**src/rtl/if_fetch_pkg.sv**
```systemverilog
// Shared types and constants for the instruction-fetch stage.
//   fetch_state_t : request FSM states (IDLE, REQ, DROP)
//   fetch_entry_t : one prefetched word, {pc of next instruction, instruction}
package if_fetch_pkg;

    localparam int unsigned INSTR_W = 32;
    localparam int unsigned PC_W    = 32;
    localparam logic [PC_W-1:0] PC_STEP = PC_W'(4);

    typedef enum logic [1:0] {
        IDLE = 2'd0,
        REQ  = 2'd1,
        DROP = 2'd2
    } fetch_state_t;

    typedef struct packed {
        logic [PC_W-1:0]    pc;
        logic [INSTR_W-1:0] instr;
    } fetch_entry_t;

endpackage

```
**src/rtl/fetch_fifo.sv**
```systemverilog
// Prefetch buffer built as a shift register: entry 0 is always the head, so the
// head word and its valid flag come straight from flops. Empty slots hold zero,
// which makes an empty FIFO present an all-zero head.
// Ports:
//   clk, rst      : clock, synchronous active-low reset
//   push_i/wdata_i: append an entry (accepted when not full, or full with a pop)
//   pop_i         : drop the head (ignored when empty)
//   clear_i       : discard all entries; dominates push and pop
//   rdata_o       : head entry (zero when empty)
//   count_o       : occupancy
//   empty_o       : no valid head
module fetch_fifo
    import if_fetch_pkg::*;
#(
    parameter int unsigned DEPTH = 2
) (
    input  logic                     clk,
    input  logic                     rst,
    input  logic                     push_i,
    input  logic                     pop_i,
    input  logic                     clear_i,
    input  fetch_entry_t             wdata_i,
    output fetch_entry_t             rdata_o,
    output logic [$clog2(DEPTH):0]   count_o,
    output logic                     empty_o
);

    localparam int unsigned PTR_W = $clog2(DEPTH);
    localparam int unsigned CNT_W = PTR_W + 1;

    fetch_entry_t     mem_q [DEPTH];
    fetch_entry_t     mem_d [DEPTH];
    logic [CNT_W-1:0] count_q, count_d;
    logic             valid_q;
    logic             do_pop, do_push;

    assign do_pop  = pop_i && valid_q;
    assign do_push = push_i && ((count_q != CNT_W'(DEPTH)) || do_pop);

    // Next contents: shift down on pop, then write at the first free slot.
    always_comb begin
        mem_d   = mem_q;
        count_d = count_q;
        if (clear_i) begin
            for (int i = 0; i < int'(DEPTH); i++) begin
                mem_d[i] = '0;
            end
            count_d = '0;
        end else begin
            if (do_pop) begin
                for (int i = 0; i < int'(DEPTH) - 1; i++) begin
                    mem_d[i] = mem_q[PTR_W'(i + 1)];
                end
                mem_d[DEPTH-1] = '0;
                count_d        = count_q - CNT_W'(1);
            end
            if (do_push) begin
                mem_d[count_d[PTR_W-1:0]] = wdata_i;
                count_d                   = count_d + CNT_W'(1);
            end
        end
    end

    always_ff @(posedge clk) begin
        if (!rst) begin
            for (int i = 0; i < int'(DEPTH); i++) begin
                mem_q[i] <= '0;
            end
            count_q <= '0;
            valid_q <= 1'b0;
        end else begin
            mem_q   <= mem_d;
            count_q <= count_d;
            valid_q <= (count_d != '0);
        end
    end

    assign rdata_o = mem_q[0];
    assign count_o = count_q;
    assign empty_o = !valid_q;

endmodule

```
**src/rtl/if_fetch_unit.sv**
```systemverilog
// Fetch stage: owns the fetch PC, runs a single-outstanding req/ack handshake to
// instruction memory, buffers returned words and presents the head to IF/ID.
// Optional macro FETCH_PERF_EN builds the pop and frozen-cycle counters;
// without it perf_fetched/perf_stalls are tied to zero.
// Ports:
//   clk, rst                         : clock, synchronous active-low reset
//   freeze                           : hold the head entry (no pop)
//   branch_taken, branch_addr        : redirect; flushes buffered and in-flight data
//   imem_req, imem_addr              : request, held stable until imem_ack
//   imem_ack, imem_rdata             : response, data valid with ack
//   pc_out, instruction_out, valid_out : head entry towards IF/ID (zero when empty)
//   perf_fetched, perf_stalls        : performance counters
module if_fetch_unit
    import if_fetch_pkg::*;
#(
    parameter logic [31:0] RESET_PC   = 32'h0000_0000,
    parameter int unsigned FIFO_DEPTH = 2
) (
    input  logic        clk,
    input  logic        rst,
    input  logic        freeze,
    input  logic        branch_taken,
    input  logic [31:0] branch_addr,
    output logic        imem_req,
    output logic [31:0] imem_addr,
    input  logic        imem_ack,
    input  logic [31:0] imem_rdata,
    output logic [31:0] pc_out,
    output logic [31:0] instruction_out,
    output logic        valid_out,
    output logic [31:0] perf_fetched,
    output logic [31:0] perf_stalls
);

    localparam int unsigned CNT_W = $clog2(FIFO_DEPTH) + 1;

    fetch_state_t    state_q;
    logic [PC_W-1:0] fetch_pc_q;
    logic            req_q;
    logic [PC_W-1:0] addr_q;

    fetch_entry_t     push_entry, head;
    logic [CNT_W-1:0] fifo_count;
    logic             fifo_empty, fifo_full;
    logic             take_ack, pop;

    // A response is kept only if it answers a live request and no redirect wins.
    assign take_ack  = (state_q == REQ) && imem_ack && !branch_taken;
    assign pop       = valid_out && !freeze && !branch_taken;
    assign fifo_full = (fifo_count == CNT_W'(FIFO_DEPTH));

    assign push_entry.pc    = fetch_pc_q + PC_STEP;
    assign push_entry.instr = imem_rdata;

    fetch_fifo #(
        .DEPTH (FIFO_DEPTH)
    ) u_fifo (
        .clk     (clk),
        .rst     (rst),
        .push_i  (take_ack),
        .pop_i   (pop),
        .clear_i (branch_taken),
        .wdata_i (push_entry),
        .rdata_o (head),
        .count_o (fifo_count),
        .empty_o (fifo_empty)
    );

    // Request FSM and fetch PC. A request is only issued with a free slot, and
    // nothing else can fill that slot while it is outstanding, so the response
    // always fits.
    always_ff @(posedge clk) begin
        if (!rst) begin
            state_q    <= IDLE;
            fetch_pc_q <= RESET_PC;
            req_q      <= 1'b0;
            addr_q     <= '0;
        end else begin
            case (state_q)
                IDLE: begin
                    if (!branch_taken && !fifo_full) begin
                        state_q <= REQ;
                        req_q   <= 1'b1;
                        addr_q  <= fetch_pc_q;
                    end
                end
                REQ: begin
                    if (imem_ack) begin
                        state_q <= IDLE;
                        req_q   <= 1'b0;
                        addr_q  <= '0;
                    end else if (branch_taken) begin
                        // Memory still owes a response; wait for it and throw it away.
                        state_q <= DROP;
                        req_q   <= 1'b0;
                        addr_q  <= '0;
                    end
                end
                DROP: begin
                    if (imem_ack) begin
                        state_q <= IDLE;
                    end
                end
                default: begin
                    state_q <= IDLE;
                    req_q   <= 1'b0;
                    addr_q  <= '0;
                end
            endcase

            if (branch_taken) begin
                fetch_pc_q <= branch_addr;
            end else if (take_ack) begin
                fetch_pc_q <= fetch_pc_q + PC_STEP;
            end
        end
    end

    assign imem_req        = req_q;
    assign imem_addr       = addr_q;
    assign pc_out          = head.pc;
    assign instruction_out = head.instr;
    assign valid_out       = !fifo_empty;

`ifdef FETCH_PERF_EN
    logic [31:0] perf_fetched_q, perf_stalls_q;

    // Retired fetches and cycles where a valid head is held by freeze.
    always_ff @(posedge clk) begin
        if (!rst) begin
            perf_fetched_q <= '0;
            perf_stalls_q  <= '0;
        end else begin
            if (pop) begin
                perf_fetched_q <= perf_fetched_q + 32'd1;
            end
            if (freeze && valid_out) begin
                perf_stalls_q <= perf_stalls_q + 32'd1;
            end
        end
    end

    assign perf_fetched = perf_fetched_q;
    assign perf_stalls  = perf_stalls_q;
`else
    assign perf_fetched = '0;
    assign perf_stalls  = '0;
`endif

endmodule

```
**config.mk**
```make
export PLATFORM = sky130hd
export DESIGN_NAME = if_fetch_unit
export DESIGN_NICKNAME = d
export VERILOG_FILES = /design/src/rtl/if_fetch_pkg.sv /design/src/rtl/fetch_fifo.sv /design/src/rtl/if_fetch_unit.sv
export SDC_FILE = /design/constraint.sdc
export NUM_CORES = 1
export LEC_CHECK = 0
export BUFFER_PORTS_ARGS = -buffer_cell sky130_fd_sc_hd__buf_2
export CAP_MARGIN = 20
export CORE_UTILIZATION = 40
export CTS_BUF_LIST = sky130_fd_sc_hd__clkbuf_8 sky130_fd_sc_hd__clkbuf_16
export CTS_CLUSTER_SIZE = 40
export DETAILED_ROUTE_END_ITERATION = 7
export GPL_TIMING_DRIVEN = 1
export HOLD_SLACK_MARGIN = 0.02
export PLACE_DENSITY = 0.66
export RECOVER_POWER = 100
export SLEW_MARGIN = 20
export SYNTH_ARGS = -nofsm -noshare
export SYNTH_HDL_FRONTEND = slang
export SYNTH_SLANG_ARGS = --single-unit
export TNS_END_PERCENT = 20
```
**constraint.sdc**
```tcl
create_clock -name clk -period 4.8 [get_ports clk]
set_input_delay 0.24 -clock clk [delete_from_list [all_inputs] [get_ports clk]]
set_output_delay 0.24 -clock clk [all_outputs]
set_load 0.005 [all_outputs]
```
==> impl_metrics.env, run 1 <==
export IMPL_run_status="complete, but fails checks"
export IMPL_grt_first_pass_wirelength_um=25100
export IMPL_achievable_frequency_mhz=292
export IMPL_cts_buffers=17
export IMPL_synth_area_top_cells="dfxtp_1 41%, buf_4 7.4%, xnor2_1 6.6%"
export IMPL_ys_async_sr_fraction_pct=0
export IMPL_rows=46
export IMPL_clk_root_buffer_cell="clkbuf_16"
export IMPL_busiest_grt_layer="met2"
export IMPL_ys_dominant_reg_cell="dfxtp_1"
export IMPL_grt_start_max_net_pins=70
export IMPL_max_vdd_ir_drop_mv=0.265
export IMPL_seq_area_frac_synth_pct=41.3
export IMPL_leakage_nw=2.77
export IMPL_grt_use_met2_pct=28.6
export IMPL_final_antenna_net_count=0
export IMPL_critical_path_class="reg -> reg"
export IMPL_critPathMaxStageDelay_ns=1.15
export IMPL_setup_tns_ns=0
export IMPL_placement_io_buffers=166
export IMPL_p_seq_share_pct=44.4
export IMPL_count_of_flip_flops_with_a_built_in_enable_after_synthesis=0
export IMPL_clk_transition_reported_paths_ns=0.06
export IMPL_clockBufferDepth=2
export IMPL_antenna_cells=0
export IMPL_worst_clock_skew_ns=0.00785
export IMPL_tritoncts="done"
export IMPL_dieArea_um2=16700
export IMPL_totalWireLength_um=16500
export IMPL_groute_layer_met1_usage_pct=27.3
export IMPL_max_cap_viol_count=3
export IMPL_regToRegSetupSlack_ns=1.38
export IMPL_startpoint_type_of_the_worst_setup_path="flop"
export IMPL_setup_worst_path_end_class="flop"
export IMPL_hpwl_dp_um=11500
export IMPL_worst_r2r_path_depth=8
export IMPL_final_nets=977
export IMPL_clock_latency_ns=0.42
export IMPL_routed_via_count=5584
export IMPL_power_density_nw_per_um2=352
export IMPL_cts_hold_fix_buffers=0
export IMPL_final_layout_size_suffix_gt1_share_pct=15.8
export IMPL_wl_per_cell_um=14.6
export IMPL_p_total_mw=2.69
export IMPL_cts_num_sinks=134
export IMPL_post_synth_most_frequent_cells="134 x dfxtp_1, 90 x nand2_1, 67 x a21oi_1, 64 x buf_4, 55 x nand3_1"
export IMPL_synth_top_cell_area_share_pct=41.3
export IMPL_r2r_end="imem_addr[20]$_SDFFE_PN0P_"
export IMPL_timing_max_slew_rel_slack_pct=-14.0
export IMPL_grt_remaining_overflow=0
export IMPL_power_report_internal_total_mw=2.03
export IMPL_initial_utilization_pct=40.9
export IMPL_timing_critical_path_arrival_ns=3.73
export IMPL_reported_net_switching_power_mw=0.659
export IMPL_tightestPinTransition_ns=1.71
export IMPL_ys_types=49
export IMPL_place_congestion=0.859
export IMPL_critPathLaunch="u_fifo.count_o[0]$_SDFF_PN0_"
export IMPL_critical_path_depth=8
export IMPL_final_instance_count_excl_fill=1135
export IMPL_hold_path_class="in -> reg"
export IMPL_reg2reg_from="u_fifo.count_o[0]$_SDFF_PN0_"
export IMPL_final_period_utilization_pct=71.3
export IMPL_timing_critical_path_cells="clkinv_1, ha_1, nor4_4, clkbuf_1, a21oi_2, clkbuf_1, a22oi_1, nor2b_1"
export IMPL_synthesis_instances=782
export IMPL_antenna_found_initial=1
export IMPL_fp_coreArea_um2=15900
export IMPL_final_critical_period_ns=3.42
export IMPL_cp_data_required_time_ns=5.11
export IMPL_initialDrtViolationCount=365
export IMPL_final_number_of_max_transition_violations=82
export IMPL_critPathBufInv=3
export IMPL_grt_setup_unrepaired="no"
export IMPL_crit_path_frequent_cell="clkbuf_1"
export IMPL_worstPathMaxFanout=34
export IMPL_synth_top_area_cell="dfxtp_1"
export IMPL_flow_area_growth_from_synthesis_pct=17.6
export IMPL_detailedRoute_firstPassIterationCount=5
export IMPL_report_final_setup_viol=0
export IMPL_dpl_cell_count=1103
export IMPL_io_pin_count=231
export IMPL_synth_most_common_cell="dfxtp_1"
export IMPL_syn_avg_cell_area_um2=8.30
export IMPL_post_cts_resized=0
export IMPL_vias_per_cell=4.92
export IMPL_ctsHtreeMaxLevel=4
export IMPL_first_global_vias=4761
export IMPL_yosysWarningCount=0
export IMPL_swShare_pct=24.5
export IMPL_critical_path_top_delay_family="buffers and inverters"
export IMPL_cp_slowest_cell="clkbuf_1"
export IMPL_yosys_register_bits=134
export IMPL_comb_power_share_pct=7.5
export IMPL_combined_area_of_all_synthesized_cells_um2=6490
export IMPL_setup_worst_path_end="imem_addr[20]$_SDFFE_PN0P_"
export IMPL_post_cts_setup_buffer_count=0
export IMPL_power_frac_clock_pct=48.1
export IMPL_grt_total_usage_pct=19.5
export IMPL_groute_layer_met3_usage_pct=5.33
export IMPL_failed_checks="max-capacitance violations, max-slew violations"
export IMPL_die_w_um=129
export IMPL_drt_drc_violations_left=0
export IMPL_die_y_um=129
export IMPL_hold_viol=0
kinds of logic after synthesis:
| family | count (synthesis) | share of synthesized area (%) |
|---|---|---|
| xor gates and xnor gates | 59 | 7.96 |
| adders and majority gates | 2 | 0.385 |
| and+or+nand+nor | 286 | 23.1 |
| buffers and inverters | 139 | 12.2 |
| other | 1 | 0.0578 |
| AOI/OAI and AO/OA | 156 | 14.0 |
| DFF | 134 | 41.3 |
| muxes | 5 | 0.983 |
worst reg2reg max path, cell delays in order (launching register included):
cell and delay, ns:
dfxtp_1 0.37, clkinv_1 0.23, ha_1 0.35, nor4_4 0.14, clkbuf_1 1.15, a21oi_2 -0.01, clkbuf_1 0.63, a22oi_1 0.38
nor2b_1 0.07
final cells by class:
class	instances	area [um^2]
Tap cell	216	270
Timing Repair Buffer	174	791
Fill cell	1618	8250
Sequential cell	134	2680
Clock inverter	12	129
Inverter	7	26.3
Multi-Input combinational cell	572	3270
Clock buffer	20	467
metrics by stage:
step	utilization, %	setup WS, ns	hold slack [ns]	cell area, um^2
2_1_floorplan	-	2.95	0.316	6730
3_3_place_gp	44.9	2.15	0.431	7140
3_5_place_dp	45.0	1.95	0.441	7140
4_1_cts	48.7	1.94	0.0245	7740
5_1_grt	48.1	0.967	0.0373	7640
6_report	48.1	1.38	0.0370	7640
power by group through the flow:
stage	clock, mW	combinational, mW	sequential [mW]
floorplan	0	0.190	1.19
global placement	0	0.202	1.22
detailed placement	0	0.203	1.22
CTS	1.32	0.205	1.19
global route	1.37	0.227	1.20
finish	1.30	0.201	1.20
cells in the final DEF, fill, tap and decap left out, drive strengths merged, types with 10 or more instances in the layout:
cell type,count
nor3,24
dfxtp,134
nand3,55
a22oi,32
nor4,14
conb,64
nor2,18
xnor2,49
o21ai,45
clkbuf,91
a21oi,67
nor2b,37
nand4,15
xor2,10
buf,103
nand2,90
per-layer routing:
| metal | wire length, um | vias up | part of all wire (%) |
|---|---|---|---|
| met2 | 7440 | 185 | 45 |
| met3 | 928 | 21 | 5.6 |
| met1 | 7890 | 2574 | 48 |
| li1 | - | 2802 | - |
| met4 | 254 | 2 | 1.5 |
| met5 | 11 | - | 0.067 |
state kept, by name, summed over array words and instances (netlist names):
name,flops
imem_req,1
fetch_pc_q,32
u_fifo.rdata_o,64
u_fifo.valid_q,1
state_q,2
imem_addr,32
u_fifo.count_o,2
worst min path at each step:
stage | cells past startpoint | start | end | slack, ns
global placement | 2 | u_fifo.rdata_o[52]$_SDFF_PP0_ | u_fifo.rdata_o[52]$_SDFF_PP0_ | 0.43
CTS | 2 | imem_ack | state_q[1]$_SDFFE_PN0P_ | 0.02
detailed placement | 2 | u_fifo.rdata_o[52]$_SDFF_PP0_ | u_fifo.rdata_o[52]$_SDFF_PP0_ | 0.44
global route | 3 | imem_rdata[23] | u_fifo.rdata_o[23]$_SDFF_PP0_ | 0.04
finish | 2 | imem_ack | state_q[1]$_SDFFE_PN0P_ | 0.04
floorplan | 1 | imem_ack | state_q[1]$_SDFFE_PN0P_ | 0.32
(Power assumes the default switching activity.)
==> run 2, diff against run 1 <==
--- a/config.mk
+++ b/config.mk
@@ -13,7 +13,7 @@
 export DETAILED_ROUTE_END_ITERATION = 7
 export GPL_TIMING_DRIVEN = 1
 export HOLD_SLACK_MARGIN = 0.02
-export PLACE_DENSITY = 0.66
+export PLACE_DENSITY = 0.69
 export RECOVER_POWER = 100
 export SLEW_MARGIN = 20
 export SYNTH_ARGS = -nofsm -noshare
==> constraint.sdc (replaced) <==
create_clock -name clk -period 3.1 [get_ports clk]
set_input_delay 0.155 -clock clk [delete_from_list [all_inputs] [get_ports clk]]
set_output_delay 0.155 -clock clk [all_outputs]
set_load 0.005 [all_outputs]
==> impl_metrics.env, run 2 (synthesized netlist as in run 1, its figures left out) <==
export IMPL_dieArea_um2=16700
export IMPL_critPathMaxStageDelay_ns=0.61
export IMPL_hold_path_class="in -> reg"
export IMPL_die_w_um=129
export IMPL_grt_remaining_overflow=0
export IMPL_vias_per_cell=4.93
export IMPL_totalWireLength_um=17200
export IMPL_timing_max_slew_rel_slack_pct=31.9
export IMPL_highest_layer="met4"
export IMPL_wl_met2_um=7830
export IMPL_area_of_all_placed_cells_without_fillers_um2=8110
export IMPL_final_number_of_max_transition_violations=0
export IMPL_cp_data_required_time_ns=3.39
export IMPL_io_pin_count=231
export IMPL_tightestPinTransition_ns=1.02
export IMPL_fp_coreArea_um2=15900
export IMPL_first_global_vias=4940
export IMPL_layout_commonest_cell="dfxtp_1"
export IMPL_run_status="complete, no violations"
export IMPL_place_worst_setup_slack_ns=0.604
export IMPL_layout_common_cells="134 x dfxtp_1, 96 x buf_2, 90 x nand2_1, 70 x clkbuf_1, 66 x a21oi_1"
export IMPL_startpoint_type_of_the_worst_setup_path="flop"
export IMPL_detailedRoute_firstPassIterationCount=5
export IMPL_p_total_mw=4.43
export IMPL_critical_path_top_delay_family="simple AND/OR/NAND/NOR gates"
export IMPL_multi_input_comb_area_um2=3250
export IMPL_timing_critical_path_cells="clkinv_1, ha_1, a21oi_1, nand3_1, clkbuf_2, nand3_1, a21oi_1"
export IMPL_post_cts_resized=0
export IMPL_rows=46
export IMPL_antenna_cells=0
export IMPL_flow_area_growth_from_synthesis_pct=24.9
export IMPL_grt_total_usage_pct=20.4
export IMPL_place_congestion=0.851
export IMPL_placement_io_buffers=166
export IMPL_drt_drc_violations_left=0
export IMPL_die_y_um=129
export IMPL_initialDrtViolationCount=347
export IMPL_final_antenna_net_count=0
export IMPL_tritoncts="done"
export IMPL_timing_critical_path_arrival_ns=2.97
export IMPL_cts_num_sinks=134
export IMPL_final_critical_period_ns=2.69
export IMPL_dpl_instance_area_um2=7150
export IMPL_ctsHtreeMaxLevel=4
export IMPL_clk_transition_reported_paths_ns=0.06
export IMPL_seqCellArea_um2=2680
export IMPL_initial_utilization_pct=40.9
export IMPL_routed_via_count=5813
export IMPL_hpwl_dp_um=11500
export IMPL_clockBufferDepth=2
export IMPL_worstPathMaxFanout=18
export IMPL_leakage_nw=2.98
export IMPL_drt_met1_wl_um=7990
export IMPL_achievable_frequency_mhz=372
export IMPL_max_vdd_ir_drop_mv=0.399
export IMPL_wl_per_cell_um=14.6
export IMPL_hold_viol=0
export IMPL_clock_latency_ns=0.42
export IMPL_critical_path_class="reg -> reg"
export IMPL_post_route_util_pct=51.0
export IMPL_critPathBufInv=2
export IMPL_cp_slowest_cell="nand3_1"
export IMPL_fillers=1565
export IMPL_setup_worst_path_end_class="flop"
export IMPL_setup_tns_ns=0
export IMPL_regToRegSetupSlack_ns=0.41
export IMPL_clk_root_buffer_cell="clkbuf_16"
export IMPL_worst_clock_skew_ns=0.00706
export IMPL_max_cap_viol_count=0
export IMPL_grt_setup_unrepaired="no"
export IMPL_grt_start_max_net_pins=69
export IMPL_final_nets=1021
export IMPL_final_period_utilization_pct=86.7
export IMPL_cts_buffers=17
export IMPL_report_final_setup_viol=0
export IMPL_final_layout_size_suffix_gt1_share_pct=15.3
export IMPL_grt_first_pass_wirelength_um=26400
export IMPL_max_reg_flops=64
export IMPL_antenna_found_initial=0
export IMPL_dr_wl_met3_um=1070
export IMPL_power_density_nw_per_um2=546
export IMPL_setup_slack_ns=0.413
run 2: cell types whose count changed in the layout (fill, tap and decap cells not counted), moves of 2 or more:
cell | previous run | this run
dlygate4sd3_1 | 0 | 42
bufinv_16 | 2 | 5
clkbuf_8 | 3 | 0
clkinvlp_4 | 5 | 2
buf_2 | 98 | 96
buf_4 | 4 | 6
clkbuf_2 | 0 | 2
clkinv_4 | 2 | 4
inv_6 | 0 | 2
nor4_1 | 12 | 14
run 2: metrics by stage:
step / cells / hold slack [ns]
after global placement: 1105 / 0.388
after detailed placement: 1105 / 0.388
after CTS: 1179 / 0.0239
final: 1179 / 0.0336
after floorplan: 845 / 0.231
after global routing: 1179 / 0.0399
run 2: cell type report:
cell class | instances | area share, %
sequential | 134 | 33.1
multi-input combinational | 572 | 40.0
inverter | 7 | 0.324
clock buffer | 17 | 5.25
tap | 216 | 3.33
timing repair buffer | 218 | 15.2
clock inverter | 15 | 2.81
run 2: layer usage:
metal,vias to the layer above,GRT usage [%]
met5,-,0
met4,0,8.65
met3,31,4.34
met2,246,30.2
met1,2640,28.6
li1,2896,-
run 2: final timing paths:
path	cells past startpoint	to	from
setup / recovery	7	u_fifo.rdata_o[2]$_SDFF_PP0_	u_fifo.count_o[0]$_SDFF_PN0_
hold / removal	3	fetch_pc_q[20]$_SDFFE_PN0N_	branch_addr[20]
setup reg to reg	7	u_fifo.rdata_o[2]$_SDFF_PP0_	u_fifo.count_o[0]$_SDFF_PN0_
hold reg to reg	2	u_fifo.rdata_o[47]$_SDFF_PP0_	u_fifo.rdata_o[47]$_SDFF_PP0_
run 2: repair_timing:
action,in CTS,in global routing
buffers inserted,0,0
endpoints found under the setup margin,0,0
hold endpoints to repair,42,0
hold buffers,42,0
run 2: worst reg2reg max path, stage by stage (launching register included):
cell and delay [ns]:
dfxtp_1 0.38, clkinv_1 0.24, ha_1 0.34, a21oi_1 0.32
nand3_1 0.62, clkbuf_2 0.44, nand3_1 0.15, a21oi_1 0.08
run 2: power by group:
part | total, mW | switching [mW] | internal [mW]
registers | 1.85 | 0.0763 | 1.77
logic | 0.356 | 0.190 | 0.166
clock network | 2.22 | 0.788 | 1.43
total | 4.43 | 1.05 | 3.37
==> run 3, diff against run 2 <==
--- a/config.mk
+++ b/config.mk
@@ -13,7 +13,7 @@
 export DETAILED_ROUTE_END_ITERATION = 7
 export GPL_TIMING_DRIVEN = 1
 export HOLD_SLACK_MARGIN = 0.02
-export PLACE_DENSITY = 0.69
+export PLACE_DENSITY_LB_ADDON = 0.1
 export RECOVER_POWER = 100
 export SLEW_MARGIN = 20
 export SYNTH_ARGS = -nofsm -noshare
==> impl_metrics.env, run 3 (synthesized netlist as in run 1, its figures left out) <==
export IMPL_run_status="complete, no violations"
export IMPL_flow_area_growth_from_synthesis_pct=25.7
export IMPL_cts_num_sinks=134
export IMPL_first_global_vias=5131
export IMPL_power_density_nw_per_um2=528
export IMPL_hp_start="branch_addr[15]"
export IMPL_ctsHtreeMaxLevel=4
export IMPL_setup_slack_ns=0.517
export IMPL_die_w_um=129
export IMPL_clock_latency_ns=0.41
export IMPL_initialDrtViolationCount=385
export IMPL_initial_utilization_pct=40.9
export IMPL_cts_hold_fix_buffers=47
export IMPL_groute_layer_met1_usage_pct=29.4
export IMPL_placement_io_buffers=166
export IMPL_reg2reg_from="u_fifo.count_o[0]$_SDFF_PN0_"
export IMPL_grt_total_usage_pct=21.0
export IMPL_grt_start_max_net_pins=49
export IMPL_hold_path_class="in -> reg"
export IMPL_dieArea_um2=16700
export IMPL_place_congestion=0.816
export IMPL_report_final_setup_viol=0
export IMPL_worstPathMaxFanout=21
export IMPL_post_route_util_pct=51.4
export IMPL_startpoint_type_of_the_worst_setup_path="flop"
export IMPL_critical_path_top_delay_family="simple AND/OR/NAND/NOR gates"
export IMPL_clk_root_buffer_cell="clkbuf_16"
export IMPL_layout_common_cells="134 x dfxtp_1, 107 x buf_2, 89 x nand2_1, 66 x a21oi_1, 64 x conb_1"
export IMPL_antenna_cells=0
export IMPL_tritoncts="done"
export IMPL_achievable_frequency_mhz=387
export IMPL_tightestPinTransition_ns=1.44
export IMPL_number_of_instances_on_the_worst_hold_path=3
export IMPL_max_reg_flops=64
export IMPL_final_layout_size_suffix_gt1_share_pct=16.5
export IMPL_die_y_um=129
export IMPL_layout_commonest_cell="dfxtp_1"
export IMPL_final_number_of_max_transition_violations=0
export IMPL_clockBufferDepth=2
export IMPL_grt_remaining_overflow=0
export IMPL_hold_viol=0
export IMPL_grt_use_met2_pct=31.5
export IMPL_final_antenna_net_count=0
export IMPL_setup_tns_ns=0
export IMPL_setup_worst_path_end_class="flop"
export IMPL_critPathBufInv=2
export IMPL_clk_transition_reported_paths_ns=0.06
export IMPL_comb_power_share_pct=8.5
export IMPL_timing_critical_path_arrival_ns=2.91
export IMPL_cp_data_required_time_ns=3.43
export IMPL_worst_clock_skew_ns=0.00674
export IMPL_cts_buffers=17
export IMPL_regToRegSetupSlack_ns=0.52
export IMPL_busiest_grt_layer="met2"
export IMPL_post_cts_resized=0
export IMPL_rows=46
export IMPL_place_worst_setup_slack_ns=0.759
export IMPL_routed_via_count=5741
export IMPL_cp_slowest_cell="nor2_2"
export IMPL_p_total_mw=4.31
export IMPL_max_cap_viol_count=0
export IMPL_reported_net_switching_power_mw=0.998
export IMPL_io_pin_count=231
export IMPL_max_vdd_ir_drop_mv=0.408
export IMPL_final_period_utilization_pct=83.3
export IMPL_leakage_nw=3.05
export IMPL_worst_r2r_path_depth=7
export IMPL_final_nets=1029
export IMPL_antenna_found_initial=1
export IMPL_detailedRoute_firstPassIterationCount=5
export IMPL_post_cts_setup_buffer_count=0
export IMPL_timing_critical_path_cells="clkinv_1, ha_1, a211o_1, nor2_2, buf_4, a21oi_1, a211oi_1"
export IMPL_grt_setup_unrepaired="no"
export IMPL_critPathMaxStageDelay_ns=0.69
export IMPL_holdPathEnd="fetch_pc_q[15]$_SDFFE_PN0N_"
export IMPL_power_report_internal_total_mw=3.31
export IMPL_r2r_end="u_fifo.rdata_o[43]$_SDFF_PP0_"
export IMPL_critical_path_class="reg -> reg"
export IMPL_drt_drc_violations_left=0
export IMPL_timing_max_slew_rel_slack_pct=3.92
export IMPL_power_frac_clock_pct=48.5
export IMPL_swShare_pct=23.2
export IMPL_final_critical_period_ns=2.58
export IMPL_totalWireLength_um=17500
export IMPL_wl_per_cell_um=14.8
export IMPL_groute_layer_met3_usage_pct=4.75
export IMPL_fp_coreArea_um2=15900
export IMPL_fin_hold_ws_ns=0.0436
export IMPL_vias_per_cell=4.84
export IMPL_grt_first_pass_wirelength_um=27000
export IMPL_p_seq_share_pct=43.0
export IMPL_hpwl_dp_um=12100
==> run 3: layout make-up <==
type	instances	area (um^2)
flip-flops and latches	134	2680
repair buffers	226	1320
fillers	1649	7730
inverters	7	26.3
clock inverters	9	124
multi-input cells	572	3240
well taps	216	270
clock buffers	22	494
==> run 3: through the flow <==
step | area [um^2] | std cells
finish | 8160 | 1186
global placement | 7180 | 1108
global route | 8160 | 1186
floorplan | 6730 | 845
CTS | 8270 | 1186
detailed placement | 7180 | 1108
==> run 3: power groups by stage <==
stage,clock (mW),combinational (mW),sequential [mW]
after floorplan,0,0.295,1.84
after global placement,0,0.327,1.89
after detailed placement,0,0.325,1.89
after CTS,2.14,0.373,1.85
after global routing,2.22,0.412,1.86
final,2.09,0.366,1.85
==> run 3: tightest hold or removal path, cell delays in order <==
cell and delay (ns):
buf_2 0.09, o21ai_0 0.06, a21oi_1 0.10
==> run 3: worst max path at each step <==
stage                                  from                       endpoint  depth (start not counted)
6_report       u_fifo.count_o[0]$_SDFF_PN0_  u_fifo.rdata_o[43]$_SDFF_PP0_                          7
4_1_cts        u_fifo.count_o[0]$_SDFF_PN0_  u_fifo.rdata_o[43]$_SDFF_PP0_                          7
5_1_grt        u_fifo.count_o[0]$_SDFF_PN0_  u_fifo.rdata_o[14]$_SDFF_PP0_                          7
2_1_floorplan  u_fifo.count_o[0]$_SDFF_PN0_     imem_addr[10]$_SDFFE_PN0P_                          7
3_5_place_dp   u_fifo.count_o[0]$_SDFF_PN0_  u_fifo.rdata_o[15]$_SDFF_PP0_                          7
3_3_place_gp   u_fifo.count_o[0]$_SDFF_PN0_  u_fifo.rdata_o[43]$_SDFF_PP0_                          7
==> run 3: metal layers <==
| layer | vias up | routed length, um |
|---|---|---|
| met5 | - | 9 |
| met4 | 2 | 231 |
| met3 | 18 | 1020 |
| met2 | 207 | 7770 |
| met1 | 2606 | 8470 |
| li1 | 2908 | - |
